File: src/rtl/display_scan_controller_pkg.sv
// ----------------------------------------------------------------------------
// display_pkg
// Shared definitions for the four-digit error display scan controller:
//   - scan FSM state encoding
//   - msg_sel codes routed to the per-message segment decoders
//   - bit positions of the sensor error flags
//   - pick_msg(): lowest-index pending error -> msg_sel code
// ----------------------------------------------------------------------------
package display_pkg;

    typedef enum logic [1:0] {
        ST_IDLE  = 2'd0,
        ST_BLANK = 2'd1,
        ST_SHOW  = 2'd2
    } scan_state_e;

    typedef enum logic [1:0] {
        MSG_NORMAL = 2'b00,
        MSG_ESR    = 2'b01,
        MSG_AGUA   = 2'b10,
        MSG_TEMP   = 2'b11
    } msg_sel_e;

    localparam int unsigned ERR_SR   = 0;
    localparam int unsigned ERR_AGUA = 1;
    localparam int unsigned ERR_TEMP = 2;

    // Lowest set bit wins, so the SR sensor message has priority over the others.
    function automatic logic [1:0] pick_msg(input logic [2:0] err);
        logic [1:0] sel;
        if (err[ERR_SR]) begin
            sel = MSG_ESR;
        end else if (err[ERR_AGUA]) begin
            sel = MSG_AGUA;
        end else if (err[ERR_TEMP]) begin
            sel = MSG_TEMP;
        end else begin
            sel = MSG_NORMAL;
        end
        return sel;
    endfunction

endpackage

File: src/rtl/display_scan_controller_if.sv
// ----------------------------------------------------------------------------
// display_scan_controller_if
// Control/status bundle between the machine control side and the scan
// controller.
//   enable          : scanning allowed (to controller)
//   erro_in[2:0]    : error flag levels, bit0 SR, bit1 water, bit2 temp
//   ack[2:0]        : per-bit clear of latched errors
//   saida1Contador  : digit index MSB (from controller)
//   saida2Contador  : digit index LSB
//   digito_n[3:0]   : active-low digit enables
//   msg_sel[1:0]    : message decoder routing
//   erro_pend       : any latched error
// master = control/bench side, slave = scan controller.
// ----------------------------------------------------------------------------
interface display_scan_controller_if;
    logic       enable;
    logic [2:0] erro_in;
    logic [2:0] ack;
    logic       saida1Contador;
    logic       saida2Contador;
    logic [3:0] digito_n;
    logic [1:0] msg_sel;
    logic       erro_pend;

    modport master (
        output enable, erro_in, ack,
        input  saida1Contador, saida2Contador, digito_n, msg_sel, erro_pend
    );

    modport slave (
        input  enable, erro_in, ack,
        output saida1Contador, saida2Contador, digito_n, msg_sel, erro_pend
    );
endinterface

File: src/rtl/display_scan_controller_prescaler_slot.sv
// ----------------------------------------------------------------------------
// prescaler_slot
// Digit-slot cycle counter. Counts 0..PRESCALE-1 and wraps by itself.
//   clk, reset   : clock, asynchronous active-high reset
//   clr_i        : synchronous clear (holds the count at 0)
//   blank_done_o : count == BLANK-1 (last blanked cycle of the slot)
//   slot_done_o  : count == PRESCALE-1 (last cycle of the slot)
// ----------------------------------------------------------------------------
module prescaler_slot #(
    parameter int unsigned PRESCALE = 50000,
    parameter int unsigned BLANK    = 2000
) (
    input  logic clk,
    input  logic reset,
    input  logic clr_i,
    output logic blank_done_o,
    output logic slot_done_o
);
    localparam int unsigned   CW         = $clog2(PRESCALE);
    localparam logic [CW-1:0] BLANK_LAST = CW'(BLANK - 1);
    localparam logic [CW-1:0] SLOT_LAST  = CW'(PRESCALE - 1);

    logic [CW-1:0] cnt_q;
    logic [CW-1:0] cnt_d;

    assign blank_done_o = (cnt_q == BLANK_LAST);
    assign slot_done_o  = (cnt_q == SLOT_LAST);

    // Next count: clear on request or at end of slot, otherwise increment.
    always_comb begin
        cnt_d = cnt_q;
        if (clr_i || slot_done_o) begin
            cnt_d = '0;
        end else begin
            cnt_d = cnt_q + CW'(1);
        end
    end

    // Count register.
    always_ff @(posedge clk or posedge reset) begin
        if (reset) begin
            cnt_q <= '0;
        end else begin
            cnt_q <= cnt_d;
        end
    end
endmodule

File: src/rtl/display_scan_controller.sv
// ----------------------------------------------------------------------------
// display_scan_controller
// Time-multiplexed scan of the four-digit 7-segment error display with an
// anti-ghosting blank gap at the start of every digit slot, sensor error
// latching, frame-stable message selection and blinking while errors pend.
//   clk, reset : clock, asynchronous active-high reset
//   bus        : display_scan_controller_if.slave (enable, erro_in, ack in;
//                digit index, digito_n, msg_sel, erro_pend out, all registered)
// ----------------------------------------------------------------------------
module display_scan_controller
    import display_pkg::*;
#(
    parameter int unsigned PRESCALE    = 50000,
    parameter int unsigned BLANK       = 2000,
    parameter int unsigned BLINK_SCANS = 64
) (
    input  logic                          clk,
    input  logic                          reset,
    display_scan_controller_if.slave      bus
);
    localparam int unsigned   BW         = (BLINK_SCANS > 1) ? $clog2(BLINK_SCANS) : 1;
    localparam logic [BW-1:0] BLINK_LAST = BW'(BLINK_SCANS - 1);

    scan_state_e   state_q, state_d;
    logic [1:0]    idx_q, idx_d;
    logic [3:0]    dig_q, dig_d;
    logic [1:0]    msg_q, msg_d;
    logic          pend_q, pend_d;
    logic [2:0]    err_q, err_d;
    logic [BW-1:0] blink_cnt_q, blink_cnt_d;
    logic          blink_off_q, blink_off_d;
    logic          wrap_s;
    logic          leave_idle_s;
    logic          presc_clr_s;
    logic          blank_done_s;
    logic          slot_done_s;

    // Counter is held at zero outside an active scan so BLANK always starts at 0.
    assign presc_clr_s = !bus.enable || (state_q == ST_IDLE);

    prescaler_slot #(
        .PRESCALE (PRESCALE),
        .BLANK    (BLANK)
    ) u_prescaler (
        .clk          (clk),
        .reset        (reset),
        .clr_i        (presc_clr_s),
        .blank_done_o (blank_done_s),
        .slot_done_o  (slot_done_s)
    );

    // Scan FSM next state and digit index; the index only moves on BLANK entry.
    always_comb begin
        state_d      = state_q;
        idx_d        = idx_q;
        wrap_s       = 1'b0;
        leave_idle_s = 1'b0;
        if (!bus.enable) begin
            state_d = ST_IDLE;
            idx_d   = 2'd0;
        end else begin
            case (state_q)
                ST_IDLE: begin
                    state_d      = ST_BLANK;
                    leave_idle_s = 1'b1;
                end
                ST_BLANK: begin
                    if (blank_done_s) begin
                        state_d = ST_SHOW;
                    end else begin
                        state_d = ST_BLANK;
                    end
                end
                ST_SHOW: begin
                    if (slot_done_s) begin
                        state_d = ST_BLANK;
                        idx_d   = idx_q + 2'd1;
                        wrap_s  = (idx_q == 2'd3);
                    end else begin
                        state_d = ST_SHOW;
                    end
                end
                default: begin
                    state_d = ST_IDLE;
                    idx_d   = 2'd0;
                end
            endcase
        end
    end

    // Error latch, message select, blink tracking and digit enable outputs.
    always_comb begin
        // Set has priority over acknowledge.
        err_d       = bus.erro_in | (err_q & ~bus.ack);
        pend_d      = |err_q;
        msg_d       = msg_q;
        blink_cnt_d = blink_cnt_q;
        blink_off_d = blink_off_q;
        dig_d       = 4'b1111;

        // Message changes only between frames so a frame never mixes messages.
        if (wrap_s || leave_idle_s) begin
            msg_d = pick_msg(err_q);
        end else begin
            msg_d = msg_q;
        end

        if (wrap_s) begin
            if (err_q == 3'b000) begin
                blink_cnt_d = '0;
                blink_off_d = 1'b0;
            end else if (blink_cnt_q == BLINK_LAST) begin
                blink_cnt_d = '0;
                blink_off_d = !blink_off_q;
            end else begin
                blink_cnt_d = blink_cnt_q + BW'(1);
            end
        end else begin
            blink_cnt_d = blink_cnt_q;
        end

        // Blink only blanks the segments; the index keeps cycling underneath.
        if ((state_d == ST_SHOW) && !(pend_q && blink_off_q)) begin
            dig_d = ~(4'b0001 << idx_d);
        end else begin
            dig_d = 4'b1111;
        end
    end

    // State and output registers.
    always_ff @(posedge clk or posedge reset) begin
        if (reset) begin
            state_q     <= ST_IDLE;
            idx_q       <= 2'd0;
            dig_q       <= 4'b1111;
            msg_q       <= MSG_NORMAL;
            pend_q      <= 1'b0;
            err_q       <= 3'b000;
            blink_cnt_q <= '0;
            blink_off_q <= 1'b0;
        end else begin
            state_q     <= state_d;
            idx_q       <= idx_d;
            dig_q       <= dig_d;
            msg_q       <= msg_d;
            pend_q      <= pend_d;
            err_q       <= err_d;
            blink_cnt_q <= blink_cnt_d;
            blink_off_q <= blink_off_d;
        end
    end

    assign bus.saida1Contador = idx_q[1];
    assign bus.saida2Contador = idx_q[0];
    assign bus.digito_n       = dig_q;
    assign bus.msg_sel        = msg_q;
    assign bus.erro_pend      = pend_q;
endmodule
File: src/flat_wrapper.sv
// flat-port wrapper written by rule: the top's interface ports become plain ports
module display_scan_controller_flat import display_pkg::*;
#(
    parameter int unsigned PRESCALE    = 50000,
    parameter int unsigned BLANK       = 2000,
    parameter int unsigned BLINK_SCANS = 64
)
  (clk, reset, bus_enable, bus_erro_in, bus_ack, bus_saida1Contador, bus_saida2Contador, bus_digito_n, bus_msg_sel, bus_erro_pend);
  display_scan_controller_if bus_i ();
  input  logic clk;
  input  logic reset;
  input wire logic [$bits(bus_i.enable)-1:0] bus_enable;
  input wire logic [$bits(bus_i.erro_in)-1:0] bus_erro_in;
  input wire logic [$bits(bus_i.ack)-1:0] bus_ack;
  output wire logic [$bits(bus_i.saida1Contador)-1:0] bus_saida1Contador;
  output wire logic [$bits(bus_i.saida2Contador)-1:0] bus_saida2Contador;
  output wire logic [$bits(bus_i.digito_n)-1:0] bus_digito_n;
  output wire logic [$bits(bus_i.msg_sel)-1:0] bus_msg_sel;
  output wire logic [$bits(bus_i.erro_pend)-1:0] bus_erro_pend;
  assign bus_i.enable = bus_enable;
  assign bus_i.erro_in = bus_erro_in;
  assign bus_i.ack = bus_ack;
  assign bus_saida1Contador = bus_i.saida1Contador;
  assign bus_saida2Contador = bus_i.saida2Contador;
  assign bus_digito_n = bus_i.digito_n;
  assign bus_msg_sel = bus_i.msg_sel;
  assign bus_erro_pend = bus_i.erro_pend;
  display_scan_controller #(.PRESCALE(PRESCALE), .BLANK(BLANK), .BLINK_SCANS(BLINK_SCANS)) u_core (.clk(clk), .reset(reset), .bus(bus_i));
endmodule
File: config.mk
export PLATFORM = sky130hd
export DESIGN_NAME = display_scan_controller_flat
export DESIGN_NICKNAME = d
export VERILOG_FILES = /design/src/rtl/display_scan_controller_pkg.sv /design/src/rtl/display_scan_controller_if.sv /design/src/rtl/display_scan_controller_prescaler_slot.sv /design/src/rtl/display_scan_controller.sv /design/src/flat_wrapper.sv
export SDC_FILE = /design/constraint.sdc
export NUM_CORES = 1
export LEC_CHECK = 0
export CORE_ASPECT_RATIO = 2
export CORE_MARGIN = 2
export CORE_UTILIZATION = 55
export DETAILED_ROUTE_END_ITERATION = 8
export DONT_BUFFER_PORTS = 1
export PLACE_DENSITY = 0.7
export SYNTH_ARGS = -nofsm -noshare
export SYNTH_HDL_FRONTEND = slang
export SYNTH_SLANG_ARGS = --single-unit
export TNS_END_PERCENT = 1
File: constraint.sdc
create_clock -name clk -period 2.9 [get_ports clk]
set_clock_uncertainty 0.15 [all_clocks]
set_input_delay 0.58 -clock clk [delete_from_list [all_inputs] [get_ports clk]]
set_output_delay 0.58 -clock clk [all_outputs]
set_load 0.01 [all_outputs]
==> results of run 1 <==
-- flip-flops by register name, summed over array words and instances, names as in the netlist, 2 cells and up --
name / flops
u_core.bus.msg_sel: 2
u_core.u_prescaler.cnt_q: 16
u_core.blink_cnt_q: 6
u_core.bus.digito_n: 4
u_core.err_q: 3
u_core.state_q: 2
u_core.idx_q: 2
-- worst max path at each step --
stage / start / end / slack, ns
finish: u_core.u_prescaler.cnt_q[4]$_DFF_PP0_ / u_core.blink_cnt_q[2]$_DFFE_PP0P_ / 0.22
global placement: u_core.u_prescaler.cnt_q[4]$_DFF_PP0_ / u_core.bus.digito_n[2]$_DFF_PP1_ / 0.35
global route: u_core.u_prescaler.cnt_q[4]$_DFF_PP0_ / u_core.blink_cnt_q[2]$_DFFE_PP0P_ / 0.06
CTS: u_core.u_prescaler.cnt_q[4]$_DFF_PP0_ / u_core.blink_cnt_q[2]$_DFFE_PP0P_ / 0.23
floorplan: u_core.u_prescaler.cnt_q[4]$_DFF_PP0_ / u_core.bus.digito_n[2]$_DFF_PP1_ / 0.46
detailed placement: u_core.u_prescaler.cnt_q[4]$_DFF_PP0_ / u_core.blink_cnt_q[2]$_DFFE_PP0P_ / 0.26
-- power breakdown --
part           leakage, nW  internal, mW  switching (mW)  total (mW)
combinational        0.283        0.0110          0.0208      0.0318
clock               0.0455         0.194           0.174       0.368
sequential           0.480         0.526          0.0108       0.536
-- metal layers --
layer / vias up / GRT usage (%)
met5: - / 0
met4: 0 / 11.57
met3: 11 / 4.681
met2: 21 / 40.97
met1: 629 / 22.95
li1: 644 / -
-- kinds of logic (layout without fill, tap and decap cells) --
family,count (synthesis),count (layout),synth area share [%]
buffers and inverters,14,23,2.967
xor gates and xnor gates,11,11,5.314
DFF,37,37,51.35
and+or+nand+nor,80,80,25.26
AOI/OAI and AO/OA,31,31,11.87
adders and majority gates,3,3,2.071
muxes,2,2,1.173
-- layout make-up --
type,count,area [um2]
fillers,250,1201
flip-flops and latches,37,930.9
multi-input cells,127,828.3
clock buffers,8,90.09
inverters,12,45.04
well taps,31,38.79
repair buffers,3,22.52
-- cell usage in the layout, fill, tap and decap left out, types with 2 or more instances in the layout --
cell,n
sky130_fd_sc_hd__nand4_1,6
sky130_fd_sc_hd__nor2b_1,6
sky130_fd_sc_hd__a21o_1,2
sky130_fd_sc_hd__nand3_1,7
sky130_fd_sc_hd__dfrtp_1,33
sky130_fd_sc_hd__nand2_1,13
sky130_fd_sc_hd__a21oi_1,5
sky130_fd_sc_hd__and3_1,3
sky130_fd_sc_hd__or4b_1,2
sky130_fd_sc_hd__clkbuf_1,2
sky130_fd_sc_hd__buf_4,3
sky130_fd_sc_hd__nand2b_1,3
sky130_fd_sc_hd__dfstp_2,4
sky130_fd_sc_hd__a22o_1,2
sky130_fd_sc_hd__clkbuf_8,6
sky130_fd_sc_hd__inv_1,12
sky130_fd_sc_hd__or4_1,3
sky130_fd_sc_hd__or3_1,3
sky130_fd_sc_hd__o21ai_1,2
sky130_fd_sc_hd__and4_1,2
sky130_fd_sc_hd__nor3_1,3
sky130_fd_sc_hd__nand3b_1,3
sky130_fd_sc_hd__o41ai_1,2
sky130_fd_sc_hd__ha_1,3
sky130_fd_sc_hd__nor2_1,17
sky130_fd_sc_hd__and2_1,3
sky130_fd_sc_hd__xnor2_1,5
sky130_fd_sc_hd__o21ai_0,9
sky130_fd_sc_hd__xor2_1,6
==> summary.md, run 1 <==
| Metric | Value |
|---|---|
| Violation count after the first detailed-routing iteration | `15` |
| Register area share after synthesis | `between 50 and 60%` |
| Final hold violation count | `0` |
| Classification of the worst-slack hold path | `in -> async` |
| Slew at the pin closest to its max-slew limit | `0.5739 ns` |
| Remaining design rule violation count | `0` |
| Wire length of the first global-routing pass | `approximately 6300 um` |
| Fraction of synthesis flops using an asynchronous set or reset pin | `between 90% and 100%` |
| Final design area excluding fillers | `a little under 2000 um2` |
| Worst slew margin relative to its limit | `61.45%` |
| Post-synth net total | `190` |
| Pins Over Slew Limit | `0` |
| Worst path arrival time | `approximately 2.8 ns` |
| Largest net degree at the start of global routing | `38` |
| TritonCTS clock tree | `built` |
| DP Cell Count | `210` |
| Number of standard cells in the final layout excluding fillers | `about 220` |
| Die outline width | `around 45 um` |
| Vias in the first global route | `1451` |
| Ys flop type | `sky130_fd_sc_hd__dfrtp_1` |
| Cell-by-cell listing of the critical path | `or4b_4, nor4_2, nand4_1, or4b_1, nand2_1` |
| Reg2Reg Capture Point | `u_core.blink_cnt_q[2]$_DFFE_PP0P_` |
| CTS clock-pin slew for the worst setup and hold paths | `roughly 0.070 ns` |
| Synth top area share | `45.55%` |
| Layout overhead on the synthesized area | `7.868%` |
| Type of origin of the critical path | `flop` |
| Instance count of the mapped netlist | `roughly 180` |
| Iteration count of the initial detailed-routing pass | `4` |
| Ratio of cells with drive above 1 in the final layout | `roughly a tenth` |
| TritonCTS Sinks | `37` |
| Final worst path period need | `2.683 ns` |
| Min setup slack post-route | `approximately 0.22 ns` |
| Number of distinct library cells after synthesis | `45` |
| WHS | `about 0.13 ns` |
| Cells resized by post-CTS repair | `0` |
| Antenna violations before repair | `0` |
| Sum of internal, switching and leakage power | `936.0 uW` |
| Port bufs | `0` |
| Required time of the critical path | `2.97 ns` |
| Synthesis warning total | `0` |
| Highest Signal Layer | `met4` |
| Crit Reg-Reg Startpoint | `u_core.u_prescaler.cnt_q[4]$_DFF_PP0_` |
| GR Overflow Total | `0` |
| Status | `complete, no violations` |
| Hold-fix buffers, CTS | `0` |
| Worst R2R Path Depth | `5` |
| WS Path Type | `reg -> reg` |
| Area leader, netlist | `sky130_fd_sc_hd__dfrtp_1` |
| Die height | `about 85 um` |
| Clock latency on the worst-skew pair | `just under 0.3 ns` |
| Layout net count | `~200` |
| Met2 wirelength from detailed routing | `2134 um` |
| Placed Instance Area | `roughly 1900 um2` |
| I/O pin count | `18` |
| Number of flip-flops and latches in the synthesized netlist | `37` |
| Critical path's slowest cell | `sky130_fd_sc_hd__or4b_4` |
| Inserted Clock Buffers | `5` |
| GRT Total Usage | `between 20 and 25%` |
| Commonest cells in the synthesized netlist | `sky130_fd_sc_hd__dfrtp_1, sky130_fd_sc_hd__nor2_1, sky130_fd_sc_hd__nand2_1` |
| Routability congestion estimate from global placement | `between 0.8 and 0.9` |
| Core Rows | `29` |
| Worst setup timing slack at the placement stage | `~0.26 ns` |
| Combined buffer and inverter count along the critical path | `0` |
| ANT cells | `0` |
| Cell class contributing the biggest share of worst-path delay | `simple AND/OR/NAND/NOR gates` |
| Number of synthesized flops with an enable pin | `0` |
| Period Utilization, post-route | `92.51%` |
| Crit path depth | `5` |
| Routed wire length on met3 | `~90 um` |
| Drt via density | `about 6` |
| Max-cap violation count | `0` |
| Placed wire-length estimate | `between 2000 and 3000 um` |
| Maximum resistive drop on vdd | `roughly 380 uV` |
| Synthesized area | `1813 um2` |
| Detailed-route via count | `1305` |
| Post-detailed-route count of antenna-violating nets | `0` |
| Largest cells by area after synthesis | `sky130_fd_sc_hd__dfrtp_1, sky130_fd_sc_hd__dfstp_2, sky130_fd_sc_hd__nor2_1` |
| Finished Core Util | `between 60% and 70%` |
| Cell with the most instances after synthesis | `sky130_fd_sc_hd__dfrtp_1` |
| Full die area | `approximately 3800 um2` |
| Leak | `between 0.8 and 0.9 nW` |
| Max Clk Rate | `between 0.3 and 0.4 GHz` |
| Setup repair bufs after CTS | `0` |
| Worst-case register-to-register setup slack | `0.22 ns` |
| Syn_area_per_cell | `10.19 um2` |
| Maximum number of buffers from clock root to sink | `2` |
| Number of setup violations in the final report | `0` |
| Maximum fanout encountered on the critical timing path | `8` |
| Wire length per cell | `between 15 and 20 um` |
| Worst setup EP type | `flop` |
| Setup repair after global routing missed its margin | `false` |
| CTS H-tree depth | `2` |
| Initial standard-cell utilization of the core | `a little under three fifths` |
| Final WL | `between 3000 and 4000 um` |
| Post-Route Setup TNS | `0 ns` |
| Wl on met1 | `about 1300 um` |
| Power density cells | `around 480 nW/um2` |
| Core Area | `between 3000 and 4000 um2` |
| Biggest cell delay along the critical path | `0.60 ns` |
| Clock Root Buffer | `sky130_fd_sc_hd__clkbuf_8` |
(Power assumes the default switching activity.)
==> run 2, diff against run 1 <==
--- a/config.mk
+++ b/config.mk
@@ -7,10 +7,10 @@
 export LEC_CHECK = 0
 export CORE_ASPECT_RATIO = 2
 export CORE_MARGIN = 2
-export CORE_UTILIZATION = 55
+export CORE_UTILIZATION = 60
 export DETAILED_ROUTE_END_ITERATION = 8
 export DONT_BUFFER_PORTS = 1
-export PLACE_DENSITY = 0.7
+export PLACE_DENSITY = 0.76
 export SYNTH_ARGS = -nofsm -noshare
 export SYNTH_HDL_FRONTEND = slang
 export SYNTH_SLANG_ARGS = --single-unit
==> summary.md, run 2 (same netlist as run 1, synthesis figures left out) <==
| Metric | Value |
|---|---|
| Status | `complete, no violations` |
| Clock Root Buffer | `sky130_fd_sc_hd__clkbuf_8` |
| Die height | `81.74 um (-4.1%)` |
| Number of setup violations in the final report | `0 (unchanged)` |
| Multi-input logic area | `828.3 um2 (unchanged)` |
| Wire length of the first global-routing pass | `6223 um (-2.0%)` |
| Clock latency on the worst-skew pair | `0.28 ns (about the same)` |
| Largest net degree at the start of global routing | `19 (-50%)` |
| Finished Core Util | `68.72% (+6.8 points)` |
| Routability congestion estimate from global placement | `0.9460 (+16%)` |
| TritonCTS Sinks | `37 (unchanged)` |
| Commonest non-fill, non-tap cell in the layout | `sky130_fd_sc_hd__dfrtp_1` |
| Slew at the pin closest to its max-slew limit | `0.6476 ns (+0.07370 ns)` |
| Final WL | `3781 um (+4.4%)` |
| GRT Total Usage | `23.74% (+1.0 points)` |
| Hold path depth | `1` |
| Combined buffer and inverter count along the critical path | `0 (unchanged)` |
| Worst R2R Path Depth | `5 (unchanged)` |
| Core Rows | `28 (-3.4%)` |
| Worst path arrival time | `2.67 ns (-0.09 ns)` |
| Worst slew margin relative to its limit | `56.49% (-5.0 points)` |
| Classification of the worst-slack hold path | `in -> reg` |
| Critical path's slowest cell | `sky130_fd_sc_hd__or4b_4` |
| Placed wire-length estimate | `2869 um (+4.4%)` |
| Max Clk Rate | `0.3830 GHz (+2.7%)` |
| Final hold violation count | `0 (unchanged)` |
| Leak | `0.8309 nW (+2.7%)` |
| Crit path depth | `5 (unchanged)` |
| Iteration count of the initial detailed-routing pass | `4 (unchanged)` |
| Pins Over Slew Limit | `0 (unchanged)` |
| Maximum resistive drop on vdd | `550.6 uV (+45%)` |
| CTS clock-pin slew for the worst setup and hold paths | `0.07 ns (about the same)` |
| Final worst path period need | `2.611 ns (-0.07159 ns)` |
| Cell class contributing the biggest share of worst-path delay | `simple AND/OR/NAND/NOR gates` |
| Remaining design rule violation count | `0 (unchanged)` |
| Drt via density | `6.247 (+4.3%)` |
| Inserted Clock Buffers | `5 (unchanged)` |
| Die outline width | `42.87 um (-3.9%)` |
| Post-detailed-route count of antenna-violating nets | `0 (unchanged)` |
| Ratio of cells with drive above 1 in the final layout | `11.64% (+0.95 points)` |
| Max-cap violation count | `0 (unchanged)` |
| Layout net count | `200 (+1.0%)` |
| WS Path Type | `reg -> reg` |
| Maximum fanout encountered on the critical timing path | `6 (-2)` |
| Largest register by flop count | `u_core.u_prescaler.cnt_q` |
| Wire length per cell | `17.26 um (+4.0%)` |
| Violation count after the first detailed-routing iteration | `29 (+14)` |
| Maximum number of buffers from clock root to sink | `2 (unchanged)` |
| Min setup slack post-route | `0.2887 ns (+0.07159 ns)` |
| Period Utilization, post-route | `90.05% (-2.5 points)` |
| Biggest cell delay along the critical path | `0.60 ns (about the same)` |
| Required time of the critical path | `2.95 ns (-0.02 ns)` |
| I/O pin count | `18 (unchanged)` |
| Sum of internal, switching and leakage power | `1.025 mW (+9.5%)` |
| Sequential standard cell area | `930.9 um2 (unchanged)` |
| Worst setup EP type | `flop` |
| Power density cells | `512.9 nW/um2 (+7.2%)` |
| # fillers | `226 (-9.6%)` |
| Detailed-route via count | `1368 (+4.8%)` |
| Antenna violations before repair | `0 (unchanged)` |
| Vias in the first global route | `1423 (-1.9%)` |
| Worst setup timing slack at the placement stage | `0.3224 ns (+0.06267 ns)` |
| Initial standard-cell utilization of the core | `62.35% (+4.9 points)` |
| Port bufs | `0 (unchanged)` |
| GR Overflow Total | `0 (unchanged)` |
| Type of origin of the critical path | `flop` |
| Core Area | `2908 um2 (-7.9%)` |
| Cell-by-cell listing of the critical path | `or4b_4, or4_1, o21ai_1, and3_2, or3b_1` |
| Most frequent cells in the layout | `sky130_fd_sc_hd__dfrtp_1, sky130_fd_sc_hd__nor2_1, sky130_fd_sc_hd__nand2_1` |
| ANT cells | `0 (unchanged)` |
| Number of flip-flops under the largest register name | `16 (unchanged)` |
| Cells resized by post-CTS repair | `0 (unchanged)` |
| Post-Route Setup TNS | `0 ns (unchanged)` |
| TritonCTS clock tree | `built` |
| Full die area | `3504 um2 (-7.8%)` |
| Setup repair bufs after CTS | `0 (unchanged)` |
| CTS H-tree depth | `2 (unchanged)` |
| Setup repair after global routing missed its margin | `false` |
| Layout overhead on the synthesized area | `10.21%` |
[run 2: changes by cell type in the layout (fill, tap and decap cells not counted), sizes merged]
| cell | delta |
|---|---|
| buf | +1 |
| bufinv | +1 |
| clkbuf | -1 |
| dlygate4sd3 | +1 |
[run 2: final timing paths]
path	to	from	slack, ns
setup / recovery	u_core.bus.digito_n[2]$_DFF_PP1_	u_core.u_prescaler.cnt_q[4]$_DFF_PP0_	0.29
hold / removal	u_core.err_q[1]$_DFF_PP0_	bus_ack[1]	0.23
setup reg to reg	u_core.bus.digito_n[2]$_DFF_PP1_	u_core.u_prescaler.cnt_q[4]$_DFF_PP0_	0.29
hold reg to reg	u_core.u_prescaler.cnt_q[0]$_DFF_PP0_	u_core.u_prescaler.cnt_q[0]$_DFF_PP0_	0.33
max in group asynchronous	u_core.bus.digito_n[2]$_DFF_PP1_	reset	1.59
min in group asynchronous	u_core.err_q[0]$_DFF_PP0_	reset	0.48
[run 2: stage by stage]
step                      instance area (um2)  hold WS (ns)  cells
after floorplan                          1813        0.2979    178
after global placement                   1872        0.2110    210
after detailed placement                 1872        0.2230    210
after CTS                                1998        0.2252    219
after global routing                     1998        0.2281    219
final                                    1998        0.2318    219
[run 2: metal layers]
layer	global-route usage [%]	share of wire (%)	vias up
met2	45.91	59	26
met3	3.956	1.7	12
met1	22.29	35	677
met4	13.75	3.6	0
met5	0	0	-
li1	-	-	653
[run 2: area by class of cell]
type	instances	share of cell area, %
Sequential cell	37	46.59
Multi-Input combinational cell	127	41.45
Clock buffer	7	4.321
Inverter	12	2.254
Timing Repair Buffer	5	2.004
Tap cell	30	1.879
Clock inverter	1	1.503
[run 2: power breakdown]
| part | total [mW] | switching (mW) | internal [mW] |
|---|---|---|---|
| clock | 0.453 | 0.173 | 0.280 |
| combinational | 0.0349 | 0.0221 | 0.0128 |
| sequential | 0.537 | 0.0115 | 0.526 |
| total | 1.02 | 0.206 | 0.819 |
[run 2: repair_timing]
action / in CTS / in global routing
hold buffers: 1 / 0
endpoints found under the setup margin: 0 / 0
endpoints found under the hold margin: 3 / 0
